[src/rtl/cla_pkg.sv]
// cla_pkg: shared FSM state, lookahead group size and generate/propagate pair type
package cla_pkg;
  typedef enum logic [1:0] {IDLE, RUN, DONE} state_t;
  localparam int GROUP = 4;
  typedef struct packed {
    logic g;
    logic p;
  } gp_t;
endpackage

[src/rtl/cla_group4.sv]
// cla_group4: 4-bit carry-lookahead group (g/p/cin in; carries c[4:1], group generate/propagate out)
module cla_group4
  import cla_pkg::*;
(
  input  logic [GROUP-1:0] g,
  input  logic [GROUP-1:0] p,
  input  logic             cin,
  output logic [GROUP:1]   c,
  output logic             grp_g,
  output logic             grp_p
);
  always_comb begin
    grp_g = g[3] | p[3] & g[2] | p[3] & p[2] & g[1] | (&p[3:1]) & g[0];
    grp_p = &p;
    c[1]  = g[0] | p[0] & cin;
    c[2]  = g[1] | p[1] & g[0] | p[1] & p[0] & cin;
    c[3]  = g[2] | p[2] & g[1] | p[2] & p[1] & g[0] | (&p[2:0]) & cin;
    c[4]  = grp_g | grp_p & cin;
  end
endmodule

[src/rtl/cla_serial_adder.sv]
// cla_serial_adder: valid/ready multi-cycle a+b+cin adder, CHUNK bits per cycle via 4-bit lookahead groups; sum/cout/ovf held until out_ready
module cla_serial_adder
  import cla_pkg::*;
#(
  parameter int WIDTH = 64,
  parameter int CHUNK = 16
) (
  input  logic             clk,
  input  logic             rst_n,
  input  logic             in_valid,
  output logic             in_ready,
  input  logic [WIDTH-1:0] a,
  input  logic [WIDTH-1:0] b,
  input  logic             cin,
  output logic             out_valid,
  input  logic             out_ready,
  output logic [WIDTH-1:0] sum,
  output logic             cout,
  output logic             ovf
);
  localparam int NSLICE = WIDTH / CHUNK;
  localparam int NG = CHUNK / GROUP;
  localparam int IW = NSLICE > 1 ? $clog2(NSLICE) : 1;
  state_t state, state_n;
  logic [IW-1:0] idx;
  logic carry, last;
  logic [WIDTH-1:0] a_r, b_r;
  logic [CHUNK-1:0] a_s, b_s, g, p;
  logic [CHUNK:1] c;
  logic [NG:0] gc;
  logic [NG-1:0] grp_g, grp_p;
  assign a_s = a_r[int'(idx)*CHUNK +: CHUNK];
  assign b_s = b_r[int'(idx)*CHUNK +: CHUNK];
  assign g = a_s & b_s;
  assign p = a_s ^ b_s;
  assign gc[0] = carry;
  assign last = idx == IW'(NSLICE - 1);
  for (genvar j = 0; j < NG; j++) begin : g_grp
    cla_group4 u_grp (
      .g(g[j*GROUP +: GROUP]),
      .p(p[j*GROUP +: GROUP]),
      .cin(gc[j]),
      .c(c[j*GROUP+1 +: GROUP]),
      .grp_g(grp_g[j]),
      .grp_p(grp_p[j])
    );
    assign gc[j+1] = grp_g[j] | grp_p[j] & gc[j];
  end
  always_ff @(posedge clk)
    if (!rst_n) state <= IDLE;
    else state <= state_n;
  always_comb
    state_n = state == IDLE ? (in_valid ? RUN : IDLE) :
              state == RUN  ? (last ? DONE : RUN) :
              (out_ready ? IDLE : DONE);
  always_comb begin
    in_ready  = state == IDLE;
    out_valid = state == DONE;
  end
  always_ff @(posedge clk)
    if (!rst_n) begin
      {a_r, b_r, sum, idx, carry, cout, ovf} <= '0;
    end else if (state == IDLE && in_valid) begin
      a_r   <= a;
      b_r   <= b;
      carry <= cin;
      idx   <= '0;
    end else if (state == RUN) begin
      sum[int'(idx)*CHUNK +: CHUNK] <= p ^ {c[CHUNK-1:1], carry};
      carry <= gc[NG];
      idx   <= idx + 1'b1;
      if (last) begin
        cout <= c[CHUNK];
        ovf  <= c[CHUNK-1] ^ c[CHUNK];
      end
    end
endmodule

[config.mk]
export PLATFORM = sky130hd
export DESIGN_NAME = cla_serial_adder
export DESIGN_NICKNAME = d
export VERILOG_FILES = /design/src/rtl/cla_pkg.sv /design/src/rtl/cla_group4.sv /design/src/rtl/cla_serial_adder.sv
export SDC_FILE = /design/constraint.sdc
export NUM_CORES = 1
export LEC_CHECK = 0
export CAP_MARGIN = 5
export CELL_PAD_IN_SITES_DETAIL_PLACEMENT = 1
export CELL_PAD_IN_SITES_GLOBAL_PLACEMENT = 1
export CORE_ASPECT_RATIO = 0.7
export CORE_MARGIN = 2
export CORE_UTILIZATION = 40
export DETAILED_ROUTE_END_ITERATION = 8
export PLACE_DENSITY_LB_ADDON = 0.1
export SLEW_MARGIN = 15
export SYNTH_ARGS = -nofsm -noshare
export SYNTH_HDL_FRONTEND = slang
export SYNTH_HIERARCHICAL = 1
export SYNTH_SLANG_ARGS = --single-unit
[constraint.sdc]
create_clock -name clk -period 6.9 [get_ports clk]
set_input_delay 1.38 -clock clk [delete_from_list [all_inputs] [get_ports clk]]
set_output_delay 1.38 -clock clk [all_outputs]
set_load 0.02 [all_outputs]
==> results.md, run 1 <==
* Run status: completed
* Dpl ws at 2.73 ns
* CP Cell Sequence: buf_4 > mux4_2 > ha_1 > a21oi_1 > o21ai_1 > a21oi_1 > nand2_1 > a21o_1 > a21o_1 > a31o_1 > xor2_1 > a32oi_1 > nor2_1
* Critical Path RT at 7.27 ns
* Rel. slew slack at 0.329
* DRC at 0
* Crit path buf inv count at 1
* Min Tclk post-route at 4.22 ns
* DR WL met3 at 1690 um
* Peak supply drop at 0.174 mV
* Detail Route Antenna Nets at 0
* FFs w/ async S/R, synth at 0
* Slowest stage cell on the critical path: dfxtp_2
* Final instance area at 11100 sq um
* Power density cells at 238 nW/um^2
* Worst path arrival time at 4.59 ns
* DIE AREA at 22600 sq um
* First-pass GRT wire length at 42100 um
* First-pass iteration count of the detailed router at 6
* Ant. Diodes at 0
* Worst skew pair latency at 0.45 ns
* Register area share after synthesis at 0.466
* CTS HTree Levels at 4
* DP Area at 10500 sq um
* Clock sink count at 199
* Metal2 WL at 12100 um
* Wire length on met1 at 13300 um
* Final hold slack at 0.457 ns
* TritonCTS buffer count at 17
* CP top delay family: compound AO/OA/AOI/OAI gates
* Final Hold Vio Count at 0
* Vias in the first global route at 7432
* MaxCap Viol Count at 0
* Pwr Total at 2.66 mW
* Initial antenna violation count at 0
* DR vias at 7671
* Pin count of the biggest net entering global routing at 134
* Worst Skew at 0.0131 ns
* Clock Tree Buf Depth at 2
* Count of state elements after synthesis at 199
* Synth Warn # at 6
* Slew of the pin with the lowest slew margin at 1.01 ns
* Crit Path Category: register to register
* Vias per cell at 5.51
* CP Max Fanout at 24
* Nets at 1259
* Row cnt at 44
* Setup Fix Bufs, Post-CTS at 0
* Min-Delay Path Class: register to register
* Final setup fails at 0
* Port buffer count at 200
* Global route overflow at 0
* HPWL Detailed at 19100 um
* Lkg Pwr at 4.24 nW
* Final RePlAce weighted congestion at 0.817
* Post-synthesis area per instance at 8.96 sq um
* Initial Utilization at 0.410
* Fin util at 0.534
* Setup ws final at 2.68 ns
* Post-route insts no fill at 1393
* Post-synth EDFFs at 0
* Clk slew on worst S/H paths at 0.07 ns
* Initial drt markers at 606
* Dominant synthesized flop cell: dfxtp_1
* Yosys cell types at 34
* Placed Cells at 1361
* Final period utilization at 0.612
* Wire length per cell at 19.6 um
* Max Freq at 237 MHz
* CTS tree: yes
* WL final at 27400 um
* Highest metal used: met4
* RSZ-0062 raised after global routing: false
* Clk root buf: clkbuf_16
* Total Neg Setup Slack at 0 ns
* Worst setup SP type: register
* Total core area at 20900 sq um
* Overall Global Routing Usage at 0.244
* Syn Inst Count at 955
* Post-Synthesis Net Count at 1110
* Layout cells sized above 1 at 0.0725
* Number of placed I/O pins at 201
* Max-slew violation count at 0
* Endpoint type of the worst setup path: register
* Die H at 126 um
* Area growth syn-to-layout at 30.3%
* CP max stage delay at 0.84 ns
* Syn Std Cell Area at 8560 sq um
* Hold buffers post-CTS at 0
* Die Width at 179 um
* Post-CTS Resized at 0
## registers in the layout, indices dropped and copies added, names as in the netlist
name   flops
a_r       64
b_r       64
carry      1
cout       1
idx        2
ovf        1
state      2
sum       64
## cell type report
type,count,area (sq um)
multi-input cells,667,4110
well taps,276,345
flip-flops and latches,199,3990
fillers,2405,9720
inverters,11,46.3
clock inverters,13,158
clock buffers,19,443
repair buffers,208,2060
## cells in the mapped netlist, types with 2 or more instances
cell type	number	share of area
a21o_1	15	0.013
a21oi_1	142	0.083
a31o_1	4	0.0041
a32oi_1	64	0.066
and3b_1	4	0.0041
buf_2	29	0.017
buf_4	5	0.0044
buf_6	11	0.014
clkbuf_1	33	0.014
dfxtp_1	199	0.47
ha_1	22	0.032
inv_1	10	0.0044
mux4_2	32	0.084
nand2_1	266	0.12
nand2b_1	2	0.0015
nand3_1	2	0.0012
nand3b_1	3	0.0026
nand3b_2	2	0.0026
nand4_1	4	0.0029
nor2_1	67	0.029
nor2b_1	2	0.0015
nor3b_2	2	0.0029
o21ai_1	4	0.0023
o221ai_1	5	0.0051
xor2_1	17	0.017
## worst reg2reg max path, stage by stage, from the launching register on
cell and delay [ns]:
dfxtp_2 0.84, buf_4 0.46, mux4_2 0.58, ha_1 0.39, a21oi_1 0.23, o21ai_1 0.10
a21oi_1 0.19, nand2_1 0.12, a21o_1 0.21, a21o_1 0.19, a31o_1 0.26, xor2_1 0.31
a32oi_1 0.16, nor2_1 0.13
## per-layer routing
| metal | up-vias | GRT usage |
|---|---|---|
| li1 | 3632 | - |
| met1 | 3767 | 0.370 |
| met2 | 248 | 0.356 |
| met3 | 24 | 0.0513 |
| met4 | 0 | 0.0502 |
| met5 | - | 0 |
## placed cells by master (no fill, tap or decap), drive strengths merged, types with 19 or more instances in the layout
cell           netlist  layout
nand2              266     266
clkdlybuf4s50        0     200
dfxtp              199     199
a21oi              142     142
nor2                67      67
a32oi               64      64
mux4                32      32
ha                  22      22
clkbuf              33      19
inv                 10      19
## cells by family after synthesis
group           Yosys count  share of synthesized area
simple gates            358                      0.169
compound gates          237                      0.176
flops                   199                      0.466
buf+inv                  89                     0.0551
mux                      32                     0.0842
fa+ha+maj                22                     0.0322
xor+xnor                 18                     0.0184
## path summary, 6_finish.rpt
check	start	end	slack, ns	depth (start not counted)
worst max-delay path	idx[0]$_SDFFE_PP0P_	sum[31]$_SDFFE_PN0P_	2.68	13
worst min-delay path	b_r[18]$_SDFFE_PN0P_	b_r[18]$_SDFFE_PN0P_	0.46	2
worst max register to register	idx[0]$_SDFFE_PP0P_	sum[31]$_SDFFE_PN0P_	2.68	13
worst min register to register	b_r[18]$_SDFFE_PN0P_	b_r[18]$_SDFFE_PN0P_	0.46	2
## power breakdown
part	switching [mW]	internal [mW]
combinational	0.223	0.169
clock	0.494	0.529
sequential	0.0408	1.20
total	0.758	1.90
Power figures use the tool's default switching activity.
==> run 2, diff against run 1 <==
CORE_UTILIZATION = 37   (was 40)
clock period = 4 ns   (was 6.9 ns; I/O delays follow)
==> run 2 against run 1 <==
Effect of this change: combinational power is 79% higher; global-route usage down 0.99 points; via count is 0.30% lower; clock-buffer cell count shrank 1; largest cell class unchanged; utilization shrank 3.7 points; maximum frequency grew 18%.
==> results.md, run 2 (same netlist as run 1, synthesis figures left out) <==
* TritonCTS buffer count at 17
* Lkg Pwr at 4.28 nW
* Run status: completed
* WL final at 28400 um
* DIE AREA at 24400 sq um
* Overall Global Routing Usage at 0.234
* Slowest stage cell on the critical path: mux4_2
* Total Neg Setup Slack at 0 ns
* Area growth syn-to-layout at 31.9%
* Number of placed I/O pins at 201
* Total core area at 22700 sq um
* CTS HTree Levels at 4
* Setup Fix Bufs, Post-CTS at 0
* Most frequent cells in the layout: nand2_1 (266), clkdlybuf4s50_1 (200), dfxtp_1 (197)
* Worst setup SP type: register
* DRC at 0
* Final period utilization at 0.893
* Wire length per cell at 19.8 um
* Ant. Diodes at 0
* Worst path arrival time at 3.93 ns
* Slew of the pin with the lowest slew margin at 0.832 ns
* CP max stage delay at 0.55 ns
* Final hold slack at 0.454 ns
* Max Freq at 280 MHz
* Worst r2r path cells at 13
* Reg-to-reg startpoint: idx[0]$_SDFFE_PP0P_
* Row cnt at 46
* Largest registers: a_r x64, b_r x64, sum x64
* Final setup fails at 0
* Clk slew on worst S/H paths at 0.07 ns
* Port buffer count at 200
* Post-CTS Resized at 0
* Pwr Total at 4.58 mW
* CP top delay family: compound AO/OA/AOI/OAI gates
* Reg-to-reg slack, setup at 0.43 ns
* Vias in the first global route at 7549
* FILL cells at 2619
* Commonest non-fill, non-tap cell in the layout: nand2_1
* Worst Setup SP: idx[0]$_SDFFE_PP0P_
* Die Width at 186 um
* MaxCap Viol Count at 0
* Setup ws final at 0.429 ns
* Initial Utilization at 0.377
* Dpl ws at 0.479 ns
* Clock sink count at 199
* Worst skew pair latency at 0.43 ns
* Rel. slew slack at 0.443
* Peak supply drop at 0.277 mV
* End point of the critical path: sum[31]$_SDFFE_PN0P_
* Layout cells sized above 1 at 0.0784
* Worst Hold Launch: a_r[45]$_SDFFE_PN0P_
* Vias per cell at 5.33
* Initial drt markers at 781
* HPWL Detailed at 20000 um
* Clock Tree Buf Depth at 2
* Min-Delay Path Class: register to register
* First-pass iteration count of the detailed router at 5
* CP Max Fanout at 22
* WP depth at 13
* Crit Path Category: register to register
* Min Tclk post-route at 3.57 ns
* Pin count of the biggest net entering global routing at 129
* Final Hold Vio Count at 0
* CP Cell Sequence: buf_12 > mux4_2 > ha_1 > a21oi_1 > o21ai_1 > a21oi_1 > nand2_1 > a21o_1 > a21o_1 > a31o_1 > xor2_1 > a32oi_1 > nor2_1
* R2r endpoint: sum[31]$_SDFFE_PN0P_
* RSZ-0062 raised after global routing: false
* DR vias at 7648
* Final RePlAce weighted congestion at 0.781
* Die H at 131 um
* Hold buffers post-CTS at 0
* Critical Path RT at 4.36 ns
* First-pass GRT wire length at 43800 um
* Nets at 1265
* Endpoint type of the worst setup path: register
* Fin util at 0.498
* Worst Skew at 0.0139 ns
* Global route overflow at 0
* Crit path buf inv count at 1
* Clk root buf: clkbuf_16
* CTS tree: yes
* Detail Route Antenna Nets at 0
* Initial antenna violation count at 0
* Power density cells at 406 nW/um^2
* Max-slew violation count at 0
## run 2: cell count changes in the layout (fill, tap and decap cells not counted), sizes merged
cell      change
clkinv        +2
clkbuf        -1
clkinvlp      +1
inv           -2
buf           +6
## run 2: layout make-up
type / instances / area [sq um] / area share
flip-flops and latches: 199 / 3990 / 0.353
multi-input cells: 667 / 4110 / 0.364
clock buffers: 18 / 439 / 0.0389
well taps: 312 / 390 / 0.0346
inverters: 11 / 46.3 / 0.00410
repair buffers: 214 / 2160 / 0.191
clock inverters: 14 / 161 / 0.0143
## run 2: per-layer routing
layer / part of all wire / track usage
met2: 0.42 / 0.335
met5: 0 / 0
met1: 0.52 / 0.363
met4: 0.0071 / 0.0455
met3: 0.056 / 0.0441
## run 2: worst min-delay path, stage by stage (launching register included)
cell	delay, ns
dfxtp_1	0.31
nand2_1	0.05
a21oi_1	0.05
## run 2: worst min-delay path by stage
stage,cells after the start,end,slack [ns]
2_1_floorplan,2,a_r[32]$_SDFFE_PN0P_,0.43
3_3_place_gp,2,a_r[52]$_SDFFE_PN0P_,0.44
3_5_place_dp,2,a_r[45]$_SDFFE_PN0P_,0.45
4_1_cts,2,a_r[45]$_SDFFE_PN0P_,0.46
5_1_grt,2,b_r[61]$_SDFFE_PN0P_,0.48
6_report,2,a_r[45]$_SDFFE_PN0P_,0.45
## run 2: where the power goes
group,leakage [nW],internal (mW),switching (mW),total [mW]
Combinational,2.37,0.300,0.398,0.698
Clock,0.293,0.908,0.840,1.75
Sequential,1.63,2.07,0.0644,2.14
Total,4.28,3.28,1.30,4.58
## run 2: through the flow
step | cells | instance area, sq um
6_report | 1435 | 11300
5_1_grt | 1435 | 11300
4_1_cts | 1435 | 11300
3_5_place_dp | 1403 | 10700
3_3_place_gp | 1403 | 10700
2_1_floorplan | 955 | 8560
==> run 3, diff against run 2 <==
CORE_UTILIZATION = 34   (was 37)
clock period = 3 ns   (was 4 ns; I/O delays follow)
==> run 3 against run 2 <==
Effect of this change: die area increased by 8.6%; highest routed layer unchanged; largest power group unchanged; critical path type unchanged; maximum frequency increased by 16%; register-to-register slack got worse by 0.50 ns; sequential share of layout area decreased by 2.3 points; clock power increased by 33%; sequential power increased by 34%; the run now ends with setup timing left; combinational power increased by 56%.
==> results.md, run 3 (same netlist as run 1, synthesis figures left out) <==
* DRC at 0
* Initial drt markers at 595
* Setup ws final at -0.0670 ns
* Run status: finished with violations
* Worst skew pair latency at 0.45 ns
* Nets at 1315
* CP Max Fanout at 6
* Wire length per cell at 19.9 um
* DIE AREA at 26500 sq um
* Clk root buf: clkbuf_16
* FILL cells at 2811
* Initial antenna violation count at 0
* Max Freq at 326 MHz
* Area growth syn-to-layout at 41.1%
* Lkg Pwr at 4.55 nW
* Worst r2r path cells at 13
* CTS tree: yes
* Ant. Diodes at 0
* Endpoint type of the worst setup path: register
* R2r endpoint: sum[63]$_SDFFE_PN0P_
* Die H at 137 um
* Placed Cells at 1456
* Layout cells sized above 1 at 0.147
* Final Hold Vio Count at 0
* Largest registers: a_r x64, b_r x64, sum x64
* Vias in the first global route at 7874
* Final RePlAce weighted congestion at 0.878
* Clk slew on worst S/H paths at 0.08 ns
* Final period utilization at 1.02
* Worst Hold Launch: a_r[43]$_SDFFE_PN0P_
* Final hold slack at 0.455 ns
* Global route overflow at 0
* Vias per cell at 5.20
* Detail Route Antenna Nets at 0
* Crit Path Category: register to register
* Die Width at 194 um
* Final setup fails at 5
* Clock sink count at 199
* MaxCap Viol Count at 0
* Rel. slew slack at 0.424
* Clock Tree Buf Depth at 2
* Hold buffers post-CTS at 0
* Max-slew violation count at 0
* RSZ-0062 raised after global routing: true
* Reg-to-reg startpoint: idx[0]$_SDFFE_PP0P_
* Min Tclk post-route at 3.07 ns
* First-pass iteration count of the detailed router at 5
* Peak supply drop at 0.401 mV
* Reg-to-reg slack, setup at -0.07 ns
* Initial Utilization at 0.347
* Total core area at 24700 sq um
* Slew of the pin with the lowest slew margin at 0.865 ns
* Post-route insts no fill at 1498
* WL final at 29800 um
* DR vias at 7789
* CTS HTree Levels at 4
* Number of placed I/O pins at 201
* Failing checks: setup timing
* HPWL Detailed at 21300 um
* TritonCTS buffer count at 17
* Port buffer count at 200
* Worst Skew at 0.0200 ns
* Worst hold stages at 2
* Pin count of the biggest net entering global routing at 80
* Area occupied by registers at 3990 sq um
* Min-Delay Path Class: register to register
* Critical Path RT at 3.32 ns
* Area of the multi-input gates at 4430 sq um
* Most frequent cells in the layout: nand2_1 (266), clkdlybuf4s50_1 (200), dfxtp_1 (197)
* Worst path arrival time at 3.39 ns
* Worst Hold Path EP: a_r[43]$_SDFFE_PN0P_
* First-pass GRT wire length at 45900 um
* Worst setup SP type: register
* Overall Global Routing Usage at 0.225
* Row cnt at 48
* Power density cells at 519 nW/um^2
* Commonest non-fill, non-tap cell in the layout: nand2_1
[run 3: report_power, final]
group | switching (mW) | internal (mW)
Sequential | 0.0909 | 2.76
Combinational | 0.576 | 0.516
Clock | 1.19 | 1.14
[run 3: worst max-delay path by stage]
stage                              from                   end  depth (start not counted)
CTS                 idx[0]$_SDFFE_PP0P_  sum[47]$_SDFFE_PN0P_                         13
detailed placement  idx[0]$_SDFFE_PP0P_  sum[63]$_SDFFE_PN0P_                         13
finish              idx[0]$_SDFFE_PP0P_  sum[63]$_SDFFE_PN0P_                         13
global route        idx[0]$_SDFFE_PP0P_  sum[47]$_SDFFE_PN0P_                         13
global placement    idx[0]$_SDFFE_PP0P_  sum[47]$_SDFFE_PN0P_                         13
floorplan           idx[0]$_SDFFE_PP0P_  sum[15]$_SDFFE_PN0P_                         14
[run 3: final cells by class]
cell class | count | share of cell area
Inverter | 11 | 0.00383
Sequential cell | 199 | 0.330
Clock buffer | 18 | 0.0364
Timing Repair Buffer | 264 | 0.217
Clock inverter | 14 | 0.0124
Multi-Input combinational cell | 667 | 0.367
Tap cell | 325 | 0.0337
[run 3: routing by layer]
layer  vias to the layer above  track usage  routed length, um
met4                         0       0.0492                230
met5                         -            0                  0
met2                       197        0.329              12700
li1                       3737            -                  -
met3                        17       0.0399               1260
met1                      3838        0.344              15600
[run 3: what timing repair did]
item | CTS | global route
hold endpoints to repair | 0 | 0
gates resized for setup | 26 | 15
cloned | 1 | 0
pin swaps | 10 | 17
endpoints found under the setup margin | 29 | 45
buffers inserted | 5 | 5
[run 3: per-stage QoR]
stage	cell area, sq um	power [mW]	setup TNS (ns)	setup slack (ns)	util
after global routing	12100	6.52	-2.94	-0.232	0.489
after floorplan	8660	3.45	-0.208	-0.0485	-
after global placement	11100	3.92	-1.05	-0.0850	0.451
after detailed placement	11100	3.93	-3.51	-0.206	0.451
after CTS	12000	6.29	-0.377	-0.0850	0.485
final	12100	6.27	-0.166	-0.0670	0.489
[run 3: critical path: stages (launching register included)]
cell and delay, ns:
dfxtp_4 0.41, buf_12 0.14, mux4_2 0.53, ha_4 0.28, a21oi_4 0.17, o21ai_2 0.09
a21oi_2 0.15, nand2_1 0.08, a21o_1 0.17, a21o_1 0.19, a31o_1 0.22, xor2_2 0.18
a32oi_1 0.24, nor2_1 0.08
